--- src/rtl/cte_pkg.sv ---
// Shared constants for the CTE colour transform: byte phase encoding and Q8 chroma coefficients.
package cte_pkg;

  typedef enum logic [1:0] {
    PH_U  = 2'd0,
    PH_Y0 = 2'd1,
    PH_V  = 2'd2,
    PH_Y1 = 2'd3
  } phase_t;

  localparam logic signed [17:0] C_RV  = 18'sd359;
  localparam logic signed [17:0] C_GU  = 18'sd88;
  localparam logic signed [17:0] C_GV  = 18'sd183;
  localparam logic signed [17:0] C_BU  = 18'sd454;
  localparam logic signed [17:0] C_RND = 18'sd128;
  localparam int unsigned        Q_SHIFT = 8;

endpackage

--- src/rtl/cte_clamp8.sv ---
// Saturates a signed 11-bit channel sum to unsigned 0..255; purely combinational.
module cte_clamp8 (
  input  logic signed [10:0] din,
  output logic        [7:0]  dout
);

  always_comb begin
    dout = din[7:0];
    if (din[10]) begin
      dout = 8'd0;
    end else if (din > 11'sd255) begin
      dout = 8'hFF;
    end
  end

endmodule

--- src/rtl/cte_yuv2rgb.sv ---
// 4:2:2 byte stream (U,Y0,V,Y1) to two RGB888 pixels; pixel valid one edge after its completing byte.
// busy only during reset and one cycle after; otherwise accepts one byte per cycle with no stall.
module cte_yuv2rgb
  import cte_pkg::*;
(
  input  logic        clk,
  input  logic        reset,
  input  logic        in_en,
  input  logic [7:0]  yuv_in,
  output logic        busy,
  output logic        out_valid,
  output logic [23:0] rgb_out
);

  phase_t            phase;
  logic [7:0]        u_q;
  logic [7:0]        y0_q;
  logic              accept;
  logic signed [17:0] u_s;
  logic signed [17:0] v_s;
  logic signed [10:0] tr_c;
  logic signed [10:0] tg_c;
  logic signed [10:0] tb_c;

  logic              vld_a;
  logic [7:0]        y_a;
  logic signed [10:0] tr_a;
  logic signed [10:0] tg_a;
  logic signed [10:0] tb_a;

  logic signed [10:0] y_ext;
  logic signed [10:0] r_s;
  logic signed [10:0] g_s;
  logic signed [10:0] b_s;
  logic [7:0]        r_c;
  logic [7:0]        g_c;
  logic [7:0]        b_c;

  assign accept = in_en && !busy;

  // Chroma terms fit comfortably in 11 bits; the 18-bit products are only needed before the shift.
  assign u_s  = 18'($signed(u_q));
  assign v_s  = 18'($signed(yuv_in));
  assign tr_c = 11'((C_RV * v_s + C_RND) >>> Q_SHIFT);
  assign tg_c = 11'((C_GU * u_s + C_GV * v_s + C_RND) >>> Q_SHIFT);
  assign tb_c = 11'((C_BU * u_s + C_RND) >>> Q_SHIFT);

  always_ff @(posedge clk or negedge reset) begin
    if (!reset) begin
      busy  <= 1'b1;
      phase <= PH_U;
      u_q   <= 8'd0;
      y0_q  <= 8'd0;
    end else begin
      busy <= 1'b0;
      if (accept) begin
        case (phase)
          PH_U:    u_q  <= yuv_in;
          PH_Y0:   y0_q <= yuv_in;
          default: ;
        endcase
        phase <= phase_t'(phase + 2'd1);
      end
    end
  end

  // Stage A: the Y1 pixel reuses the chroma terms registered with the V byte.
  always_ff @(posedge clk or negedge reset) begin
    if (!reset) begin
      vld_a <= 1'b0;
      y_a   <= 8'd0;
      tr_a  <= 11'sd0;
      tg_a  <= 11'sd0;
      tb_a  <= 11'sd0;
    end else begin
      vld_a <= accept && (phase == PH_V || phase == PH_Y1);
      if (accept && phase == PH_V) begin
        y_a  <= y0_q;
        tr_a <= tr_c;
        tg_a <= tg_c;
        tb_a <= tb_c;
      end else if (accept && phase == PH_Y1) begin
        y_a <= yuv_in;
      end
    end
  end

  assign y_ext = $signed({3'b000, y_a});
  assign r_s   = y_ext + tr_a;
  assign g_s   = y_ext - tg_a;
  assign b_s   = y_ext + tb_a;

  cte_clamp8 u_clamp_r (.din(r_s), .dout(r_c));
  cte_clamp8 u_clamp_g (.din(g_s), .dout(g_c));
  cte_clamp8 u_clamp_b (.din(b_s), .dout(b_c));

  always_ff @(posedge clk or negedge reset) begin
    if (!reset) begin
      out_valid <= 1'b0;
      rgb_out   <= 24'h000000;
    end else begin
      out_valid <= vld_a;
      if (vld_a) begin
        rgb_out <= {r_c, g_c, b_c};
      end
    end
  end

endmodule
--- config.mk ---
export PLATFORM = sky130hd
export DESIGN_NAME = cte_yuv2rgb
export DESIGN_NICKNAME = d
export VERILOG_FILES = /design/src/rtl/cte_pkg.sv /design/src/rtl/cte_clamp8.sv /design/src/rtl/cte_yuv2rgb.sv
export SDC_FILE = /design/constraint.sdc
export NUM_CORES = 1
export LEC_CHECK = 0
export CORE_MARGIN = 8
export CORE_UTILIZATION = 65
export CTS_CLUSTER_DIAMETER = 40
export DETAILED_ROUTE_END_ITERATION = 10
export GPL_TIMING_DRIVEN = 0
export HOLD_SLACK_MARGIN = 0.02
export PLACE_DENSITY = 0.82
export SLEW_MARGIN = 20
export SYNTH_ARGS = -nofsm -noshare
export SYNTH_HDL_FRONTEND = slang
export SYNTH_SLANG_ARGS = --single-unit
export TNS_END_PERCENT = 30
--- constraint.sdc ---
create_clock -name clk -period 17.9 [get_ports clk]
set_input_delay 3.58 -clock clk [delete_from_list [all_inputs] [get_ports clk]]
set_output_delay 3.58 -clock clk [all_outputs]
set_load 0.03 [all_outputs]
Yosys cells after proc, flatten, opt, wreduce, memory -nomap -nowiden
Index checks and enable logic that the tools add are counted.
{"block": "op_classes", "n_reduce_logical": 10, "n_addsub": 8, "n_eq_ne": 3, "n_lt_le_gt_ge": 3, "mux": 8, "n_mul": 4}
{"cell": "$mux W8", "n": 8}
{"cell": "$add A18 B9 Y18 const B", "n": 3}
{"cell": "$mul A9 B8 Y17 const A", "n": 2}
{"cell": "$gt A11 B9 Y1 const B", "n": 3}
{"cell": "$add A9 B10 Y11", "n": 2}
{"cell": "$add A16 B17 Y18", "n": 1}
{"cell": "$mul A10 B8 Y18 const A", "n": 1}
{"cell": "$mul A5 B8 Y13 const A", "n": 1}
{"cell": "$sub A9 B10 Y11", "n": 1}
{"cell": "$eq A2 B2 Y1 const B", "n": 2}
{"cell": "$logic_and A1 B1 Y1", "n": 4}
{"cell": "$reduce_and A2 Y1", "n": 2}
{"cell": "$add A2 B1 Y2 const B", "n": 1}
{"cell": "$eq A2 B1 Y1 const B", "n": 1}
{"cell": "$logic_not A2 Y1", "n": 1}
{"cell": "$reduce_bool A2 Y1", "n": 1}
{"cell": "$logic_not A1 Y1", "n": 1}
{"cell": "$logic_or A1 B1 Y1", "n": 1}
{"block": "word_totals", "regBits": 83, "inputBits": 11, "word_cells": 47, "out_inout_bits": 26}

Logic depth before layout (Yosys ltp)
Gate-level depths: netlist of the first run.
{"block": "depth", "depth_word": 5, "ltp_mapped": 23}

Cells and area by module
Synthesis of the first run repeated with hierarchy kept, for this count alone.
{"block": "hier_totals", "hier_cells": 986, "area_unflattened_um2": 9446.6}
{"module": "cte_yuv2rgb", "n_inst": 1, "cells_per_inst": 929, "area_per_inst_um2": 9037.4, "seq_area_each_um2": 2078.2}
{"module": "cte_clamp8", "n_inst": 3, "cells_per_inst": 19, "area_per_inst_um2": 136.4, "seq_area_each_um2": 0.0}

Worst setup path after synthesis of the first run
No wires, ideal clock.
{"block": "synth_timing", "kind": "input port to flip-flop", "startpoint": "input port yuv_in[0]", "endpoint": "register, netlist name tg_a[9]", "required_time_ps": 17770, "path_slack_ps": 10277, "arrival_ps": 7492, "path_buffers": 0, "setup_time_ps": 130, "cell_stages": 16, "path_cell_list": "inv_1 > fa_1 > fa_1 > fa_1 > fa_1 > inv_1 > ha_1 > ha_1 > nand3b_1 > o211ai_1 > a311oi_1 > o21a_1 > o311ai_1 > a21oi_1 > xor2_1 > o21ai_1"}
{"block": "synth_via", "elab_chain_cells": 3}
{"item": "from (decl)", "line": "cte_yuv2rgb.sv:9", "rtl": "input logic [7:0] yuv_in,"}
{"item": "$mul A9 B8 Y17", "line": "cte_yuv2rgb.sv:45", "rtl": "assign tg_c = 11'((C_GU * u_s + C_GV * v_s + C_RND) >>> Q_SHIFT);"}
{"item": "$add A16 B17 Y18", "line": "cte_yuv2rgb.sv:45"}
{"item": "$add A18 B9 Y18", "line": "cte_yuv2rgb.sv:45"}
No other way between the ends.
A chain may end at the register's enable or synchronous reset.

Final worst setup path of the first run
{"block": "layout_timing", "startpoint": "input port yuv_in[1]", "endpoint": "register, netlist name tg_a[9]"}
{"block": "layout_via", "elab_chain_cells": 3}
{"item": "$mul A9 B8 Y17", "line": "cte_yuv2rgb.sv:45"}
{"item": "$add A16 B17 Y18", "line": "cte_yuv2rgb.sv:45"}
{"item": "$add A18 B9 Y18", "line": "cte_yuv2rgb.sv:45"}
No other way between the ends.

==> metrics.log, run 1 <==
[metrics] run status: complete, no violations
[metrics] setup repair after global routing missed its margin: no
[metrics] transition at the pin with the smallest max-transition slack: between 0.8 and 0.9 ns
[metrics] # Max-Cap Violations: 0
[metrics] maximum number of buffers from clock root to sink: 2
[metrics] Ant. Diodes: 0
[metrics] worst r2r path cells: 21
[metrics] WL/cell: 16.2 um
[metrics] iteration count of the initial detailed-routing pass: 5
[metrics] launch point of the critical path: yuv_in[1]
[metrics] share of post-route cells with drive strength above 1: 4.46%
[metrics] Layout Utilization: 73.0%
[metrics] die width: 135 um
[metrics] crit path max fanout: 8
[metrics] CP Launch Type: input port
[metrics] Final #Nets: 1,258
[metrics] Final TNS setup: 0 ns
[metrics] vias in the first global route: 6,952
[metrics] Tightest Hold Check Type: register to register
[metrics] maximum number of pins on one net before global-route repair: 48
[metrics] Initial Utilization: approximately 66%
[metrics] leading post-synthesis cells by instance count: ha_1, inv_1, dfrtp_1, nand2_1, fa_1
[metrics] Post-Place Cell Area: slightly below 0.01 mm^2
[metrics] clock slew at the register clock pins of the worst setup and hold paths: 0.07 ns
[metrics] wire length of the first global-routing pass: 33,500 um
[metrics] #FFs+latches synth: 83
[metrics] DRC violation total after the first TritonRoute iteration: 271
[metrics] cell count after synthesis: 955
[metrics] number of enable-type register cells in the synthesized netlist: 0
[metrics] total congestion overflow: 0
[metrics] Die ar.: 0.0182 mm^2
[metrics] commonest register cell after synthesis: dfrtp_1
[metrics] placer congestion estimate: about 0.9
[metrics] num ports: 37
[metrics] required time of the critical path: 18.16 ns
[metrics] Max H-tree Level: 3
[metrics] count of instances resized after the clock tree is built: 0
[metrics] number of vias in the routed layout: 6,770
[metrics] latest clock arrival within the worst-skew pair: 0.34 ns
[metrics] largest cells by area after synthesis: ha_1, dfrtp_1, fa_1, inv_1, xnor2_1
[metrics] Netlist Area Pre-Place: 0.00917 mm^2
[metrics] sequential element share of the synthesized area: 22.7%
[metrics] number of different library cells in the post-synthesis netlist: 63
[metrics] finished layout cell area: 0.0101 mm^2
[metrics] time the worst path needs with I/O delays and setup: a little under 9 ns
[metrics] Synth top area share: between 20% and 30%
[metrics] CTS Buf Count: 9
[metrics] Antenna Violating Nets Remaining: 0
[metrics] post-route clock skew: 0.00844 ns
[metrics] Worst Path Class, Setup: input port to register
[metrics] critical path capture point: tg_a[9]
[metrics] cell accounting for the most synthesized area: ha_1
[metrics] Post-Synthesis Net Count: 1,210
[metrics] clock tree from TritonCTS: built
[metrics] max-slew headroom at the worst pin: between 40 and 50%
[metrics] layout-stage area growth over the synthesis result: 10.0%
[metrics] final max-slew violation count: 0
[metrics] GR Util All Layers: 22.6%
[metrics] total setup buffers inserted after CTS: 0
[metrics] reg2reg end: tg_a[9]
[metrics] type of element capturing the critical path: register
[metrics] total of hold buffers inserted after clock tree synthesis: 0
[metrics] final cycle utilization of the critical path: 48.7%
[metrics] Post-Synthesis Mean Instance Area: between 9 and 10 um^2
[metrics] area of the core: around 0.014 mm^2
[metrics] clk root buf: clkbuf_16
[metrics] clock tree sinks: 83
[metrics] number of design rule violations left after detail routing: 0
[metrics] most repeated cell in the gate-level netlist after synthesis: ha_1
[metrics] maximum frequency from static timing analysis: 0.115 GHz
[metrics] source of the worst register-to-register timing path: u_q[1]
[metrics] Port-buffer cells: 36
[metrics] DIE HEIGHT: 135 um
[metrics] asr flop ratio synth: between 90% and 100%
[metrics] reg2reg setup slack: 11.39 ns
[metrics] number of antenna violations at the first check in global routing: 0
[metrics] standard-cell row count: 43
[metrics] WL final: slightly below 20,000 um
[metrics] final setup violating endpoints: 0
[metrics] endpoint arrival time on the critical path: 8.97 ns
[metrics] count of synthesis-stage warnings from yosys: 0
[metrics] hold violation count in the final report: 0
[metrics] via density per instance: 5.70
[metrics] half-perimeter wire length of the detailed placement result: 15,800 um
==> sequential cells by signal, indices dropped and copies added, names as in the netlist, 2 cells and up <==
signal   count
phase        2
rgb_out     24
tb_a        10
tg_a        10
tr_a        10
u_q          8
y0_q         8
y_a          8
==> cell families (layout without fill, tap and decap cells) <==
| kind of cell | count (synthesis) | count (layout) | share of synthesized area, % |
|---|---|---|---|
| buffers and inverters | 182 | 235 | 7.45 |
| DFF | 83 | 83 | 22.7 |
| adders and majority gates | 244 | 244 | 38.4 |
| and+or+nand+nor | 164 | 164 | 8.77 |
| muxes | 10 | 10 | 1.19 |
| AOI/OAI and AO/OA | 208 | 208 | 15.4 |
| other | 1 | 1 | 0.0409 |
| xor gates and xnor gates | 63 | 63 | 6.10 |
==> metal layers <==
| layer | global-route usage (%) | wire, um | vias to the layer above |
|---|---|---|---|
| met4 | 8.05 | 496 | 0 |
| met5 | 0 | 0 | - |
| li1 | - | - | 3353 |
| met1 | 28.6 | 8480 | 3238 |
| met2 | 38.7 | 9490 | 150 |
| met3 | 3.16 | 806 | 29 |
==> layout by cell type (no fill, tap or decap), types with 3 or more instances in the layout <==
| cell | netlist | layout |
|---|---|---|
| mux2i_1 | 3 | 3 |
| o211ai_1 | 6 | 6 |
| a21o_1 | 10 | 10 |
| nor2_1 | 21 | 21 |
| dfrtp_1 | 82 | 82 |
| clkbuf_16 | 0 | 9 |
| clkdlybuf4s50_1 | 0 | 35 |
| nand2_1 | 71 | 71 |
| a221o_1 | 8 | 8 |
| a21oi_1 | 42 | 42 |
| ha_1 | 181 | 181 |
| o2bb2ai_1 | 16 | 16 |
| and3_1 | 6 | 6 |
| fa_1 | 63 | 63 |
| o31a_1 | 3 | 3 |
| a211oi_1 | 3 | 3 |
| o31ai_1 | 8 | 8 |
| inv_1 | 166 | 166 |
| xor2_1 | 21 | 21 |
| and2_1 | 5 | 5 |
| nand4_1 | 5 | 5 |
| o21a_1 | 11 | 11 |
| or3_1 | 4 | 4 |
| xnor2_1 | 41 | 41 |
| or2_2 | 5 | 5 |
| inv_8 | 0 | 3 |
| nor2b_1 | 10 | 10 |
| a21boi_0 | 3 | 3 |
| nor3_1 | 17 | 17 |
| nand2b_1 | 3 | 3 |
| inv_6 | 0 | 3 |
| a221oi_1 | 7 | 7 |
| mux2_2 | 7 | 7 |
| clkbuf_1 | 13 | 13 |
| o21ai_1 | 21 | 21 |
| o21bai_1 | 6 | 6 |
| o21ai_0 | 42 | 42 |
| nand3_1 | 9 | 9 |
==> stage by stage <==
stage / cells / hold slack [ns] / setup WS (ns)
after floorplan: 955 / 0.395 / 10.28
after detailed placement: 1172 / 0.467 / 8.88
final: 1188 / 0.485 / 9.18
after CTS: 1188 / 0.482 / 9.17
after global placement: 1171 / 0.463 / 8.98
after global routing: 1188 / 0.502 / 8.91
==> worst max-delay path, stage by stage <==
cell and delay (ns):
clkdlybuf4s50_1 0.70, inv_1 0.26, fa_1 0.47, fa_1 0.54, fa_1 0.45, fa_1 0.55
inv_1 0.05, ha_1 0.30, ha_1 0.28, nand3b_1 0.09, o211ai_1 0.36, a311oi_1 0.23
o21a_1 0.25, o311ai_1 0.41, a21oi_1 0.14, xor2_1 0.16, o21ai_1 0.15
==> layout make-up <==
class / count / area [um^2]
inverter: 168 / 631
fill: 1052 / 3740
multi-input combinational: 690 / 6410
tap: 180 / 225
timing repair buffer: 37 / 378
sequential: 83 / 2080
clock inverter: 7 / 90.1
clock buffer: 9 / 225
buffer: 14 / 52.6
==> worst min-delay path by stage <==
stage,from,to,slack [ns],depth (start not counted)
6_report,tg_a[0],tg_a[0],0.49,2
5_1_grt,rgb_out[11],rgb_out[11],0.50,1
4_1_cts,vld_a,out_valid,0.48,0
3_5_place_dp,vld_a,out_valid,0.47,0
3_3_place_gp,y0_q[4],y0_q[4],0.46,2
2_1_floorplan,vld_a,out_valid,0.39,0
Power of run 1 is not shown: default switching activity piles up to over one toggle a cycle in this logic, so the estimate is an artifact.
==> run 2: changes to the inputs <==
CORE_UTILIZATION = 63   (was 65)
PLACE_DENSITY = 0.8   (was 0.82)
clock period = 8.8 ns   (was 17.9 ns; I/O delays follow)
==> run 2 against run 1 <==
Final cell count grew 0.34%. Register-to-register slack lost 9.0 ns. Count of clock-buffer cells in the layout is 3 higher. Die area rose by 2.8%. Clock skew down 0.0016 ns. Non-clock buffer count is the same. First-iteration DRC count shrank 26%.
==> metrics.log, run 2 (same netlist as run 1, synthesis figures left out) <==
[metrics] run status: complete, no violations
[metrics] start point of the worst hold path: vld_a
[metrics] crit-path cells: clkdlybuf4s50_1 -> inv_1 -> fa_1 -> fa_1 -> fa_1 -> fa_1 -> inv_1 -> ha_1 -> ha_1 -> nand3b_1 -> o211ai_1 -> a311oi_1 -> o21a_1 -> o311ai_1 -> a21oi_1 -> xor2_1 -> o21ai_1
[metrics] Antenna Violating Nets Remaining: 0 (unchanged)
[metrics] num ports: 37 (unchanged)
[metrics] most frequent standard cell in the layout excluding fill and tap cells: ha_1
[metrics] Port-buffer cells: 36 (unchanged)
[metrics] Endpoint, Worst Hold: out_valid
[metrics] worst r2r path cells: 21 (unchanged)
[metrics] most frequent cells in the layout: ha_1, inv_1, dfrtp_1, nand2_1, fa_1
[metrics] reg2reg setup slack: 2.38 ns (-9.01 ns)
[metrics] WL final: 18,500 um (-4.0%)
[metrics] cell class contributing the biggest share of worst-path delay: adder cells
[metrics] number of stages on the worst hold path: 0 (-2)
[metrics] number of vias in the routed layout: 6,561 (-3.1%)
[metrics] maximum frequency from static timing analysis: 0.147 GHz
[metrics] placer congestion estimate: 0.900 (about the same)
[metrics] Initial Utilization: 63.8% (-2.5 points)
[metrics] via density per instance: 5.50 (-3.4%)
[metrics] clk root buf: clkbuf_16
[metrics] share of post-route cells with drive strength above 1: 4.17% (-0.30 points)
[metrics] iteration count of the initial detailed-routing pass: 4 (-1)
[metrics] number of design rule violations left after detail routing: 0 (unchanged)
[metrics] endpoint arrival time on the critical path: 7.01 ns (-1.96 ns)
[metrics] worst-case setup slack after placement: 1.66 ns (-7.22 ns)
[metrics] source of the worst register-to-register timing path: u_q[1]
[metrics] Final TNS setup: 0 ns (unchanged)
[metrics] vias in the first global route: 6,645 (-4.4%)
[metrics] GR Util All Layers: 21.5% (-1.1 points)
[metrics] DRC violation total after the first TritonRoute iteration: 201 (-26%)
[metrics] final setup violating endpoints: 0 (unchanged)
[metrics] transition at the pin with the smallest max-transition slack: 0.810 ns (-0.0421 ns)
[metrics] max-slew headroom at the worst pin: 45.8% (+2.8 points)
[metrics] area of the core: 0.0144 mm^2 (+3.9%)
[metrics] Max H-tree Level: 3 (unchanged)
[metrics] reg2reg end: tg_a[9]
[metrics] total setup buffers inserted after CTS: 0 (unchanged)
[metrics] die width: 137 um (+1.4%)
[metrics] DIE HEIGHT: 137 um (+1.4%)
[metrics] clock tree from TritonCTS: built
[metrics] total congestion overflow: 0 (unchanged)
[metrics] Die ar.: 0.0187 mm^2 (+2.8%)
[metrics] final cycle utilization of the critical path: 77.2%
[metrics] area of all sequential standard cells: 0.00208 mm^2 (unchanged)
[metrics] post-route clock skew: 0.00683 ns (-0.00161 ns)
[metrics] clock tree sinks: 83 (unchanged)
[metrics] count of instances resized after the clock tree is built: 0 (unchanged)
[metrics] layout-stage area growth over the synthesis result: 9.59%
[metrics] wire length of the first global-routing pass: 31,900 um (-4.9%)
[metrics] Crit-path slowest cell: clkdlybuf4s50_1
[metrics] CTS Buf Count: 9 (unchanged)
[metrics] clock slew at the register clock pins of the worst setup and hold paths: 0.06 ns (about the same)
[metrics] maximum number of buffers from clock root to sink: 2 (unchanged)
[metrics] max FFs per register: 24 (unchanged)
[metrics] maximum number of pins on one net before global-route repair: 62 (+29%)
[metrics] # Max-Cap Violations: 0 (unchanged)
[metrics] Worst Path Buf+Inv: 3 (unchanged)
[metrics] top register by number of flip-flops: rgb_out
[metrics] setup ws final: 2.01 ns (-7.17 ns)
[metrics] time the worst path needs with I/O delays and setup: 6.79 ns
[metrics] Ant. Diodes: 0 (unchanged)
[metrics] total of hold buffers inserted after clock tree synthesis: 0 (unchanged)
[metrics] WL/cell: 15.5 um (-4.3%)
[metrics] Tightest Hold Check Type: register to register
[metrics] latest clock arrival within the worst-skew pair: 0.35 ns (about the same)
[metrics] number of antenna violations at the first check in global routing: 0 (unchanged)
[metrics] setup repair after global routing missed its margin: no
[metrics] CP Launch Type: input port
[metrics] hold violation count in the final report: 0 (unchanged)
[metrics] Worst Path Class, Setup: input port to register
[metrics] standard-cell row count: 44 (+2.3%)
[metrics] Final #Nets: 1,258 (unchanged)
[metrics] footprint of the multi-input gates: 0.00641 mm^2 (unchanged)
[metrics] required time of the critical path: 9.02 ns (-9.14 ns)
[metrics] Fillers: 1,086 (+3.2%)
[metrics] worst stage delay on the critical path: 0.69 ns (about the same)
[metrics] crit path max fanout: 8 (unchanged)
[metrics] final max-slew violation count: 0 (unchanged)
[metrics] cell repeated most along the worst path: fa_1
[metrics] half-perimeter wire length of the detailed placement result: 15,400 um (-2.3%)
[metrics] type of element capturing the critical path: register
run 2: layer usage:
layer | vias to the layer above | GRT usage (%) | routed length (um)
li1 | 3358 | - | -
met1 | 3078 | 27.1 | 8550
met2 | 98 | 36.5 | 8870
met3 | 27 | 3.49 | 618
met4 | 0 | 7.81 | 469
met5 | - | 0 | 0
run 2: worst max path at each step:
stage	startpoint	endpoint	slack, ns	cells past startpoint
global placement	yuv_in[1]	tg_a[9]	1.69	17
detailed placement	yuv_in[1]	tg_a[9]	1.66	17
floorplan	yuv_in[0]	tg_a[9]	3.00	16
global route	yuv_in[1]	tg_a[9]	1.72	17
CTS	yuv_in[1]	tg_a[9]	2.00	17
finish	yuv_in[1]	tg_a[9]	2.01	17
run 2: area by class of cell:
type / count / share of cell area [%]
inverter: 168 / 6.27
sequential: 83 / 20.7
buffer: 14 / 0.523
clock inverter: 4 / 0.274
tap: 184 / 2.29
timing repair buffer: 37 / 3.83
multi-input combinational: 690 / 63.8
clock buffer: 12 / 2.35
run 2: stage by stage:
step | hold slack (ns) | std cells | util [%] | area, um^2
2_1_floorplan | 0.395 | 955 | - | 9170
3_3_place_gp | 0.461 | 1175 | 67.9 | 9760
3_5_place_dp | 0.472 | 1176 | 68.1 | 9790
4_1_cts | 0.485 | 1192 | 70.0 | 10100
5_1_grt | 0.499 | 1192 | 70.0 | 10100
6_report | 0.484 | 1192 | 70.0 | 10100
Power of run 2 is left out for the same reason.
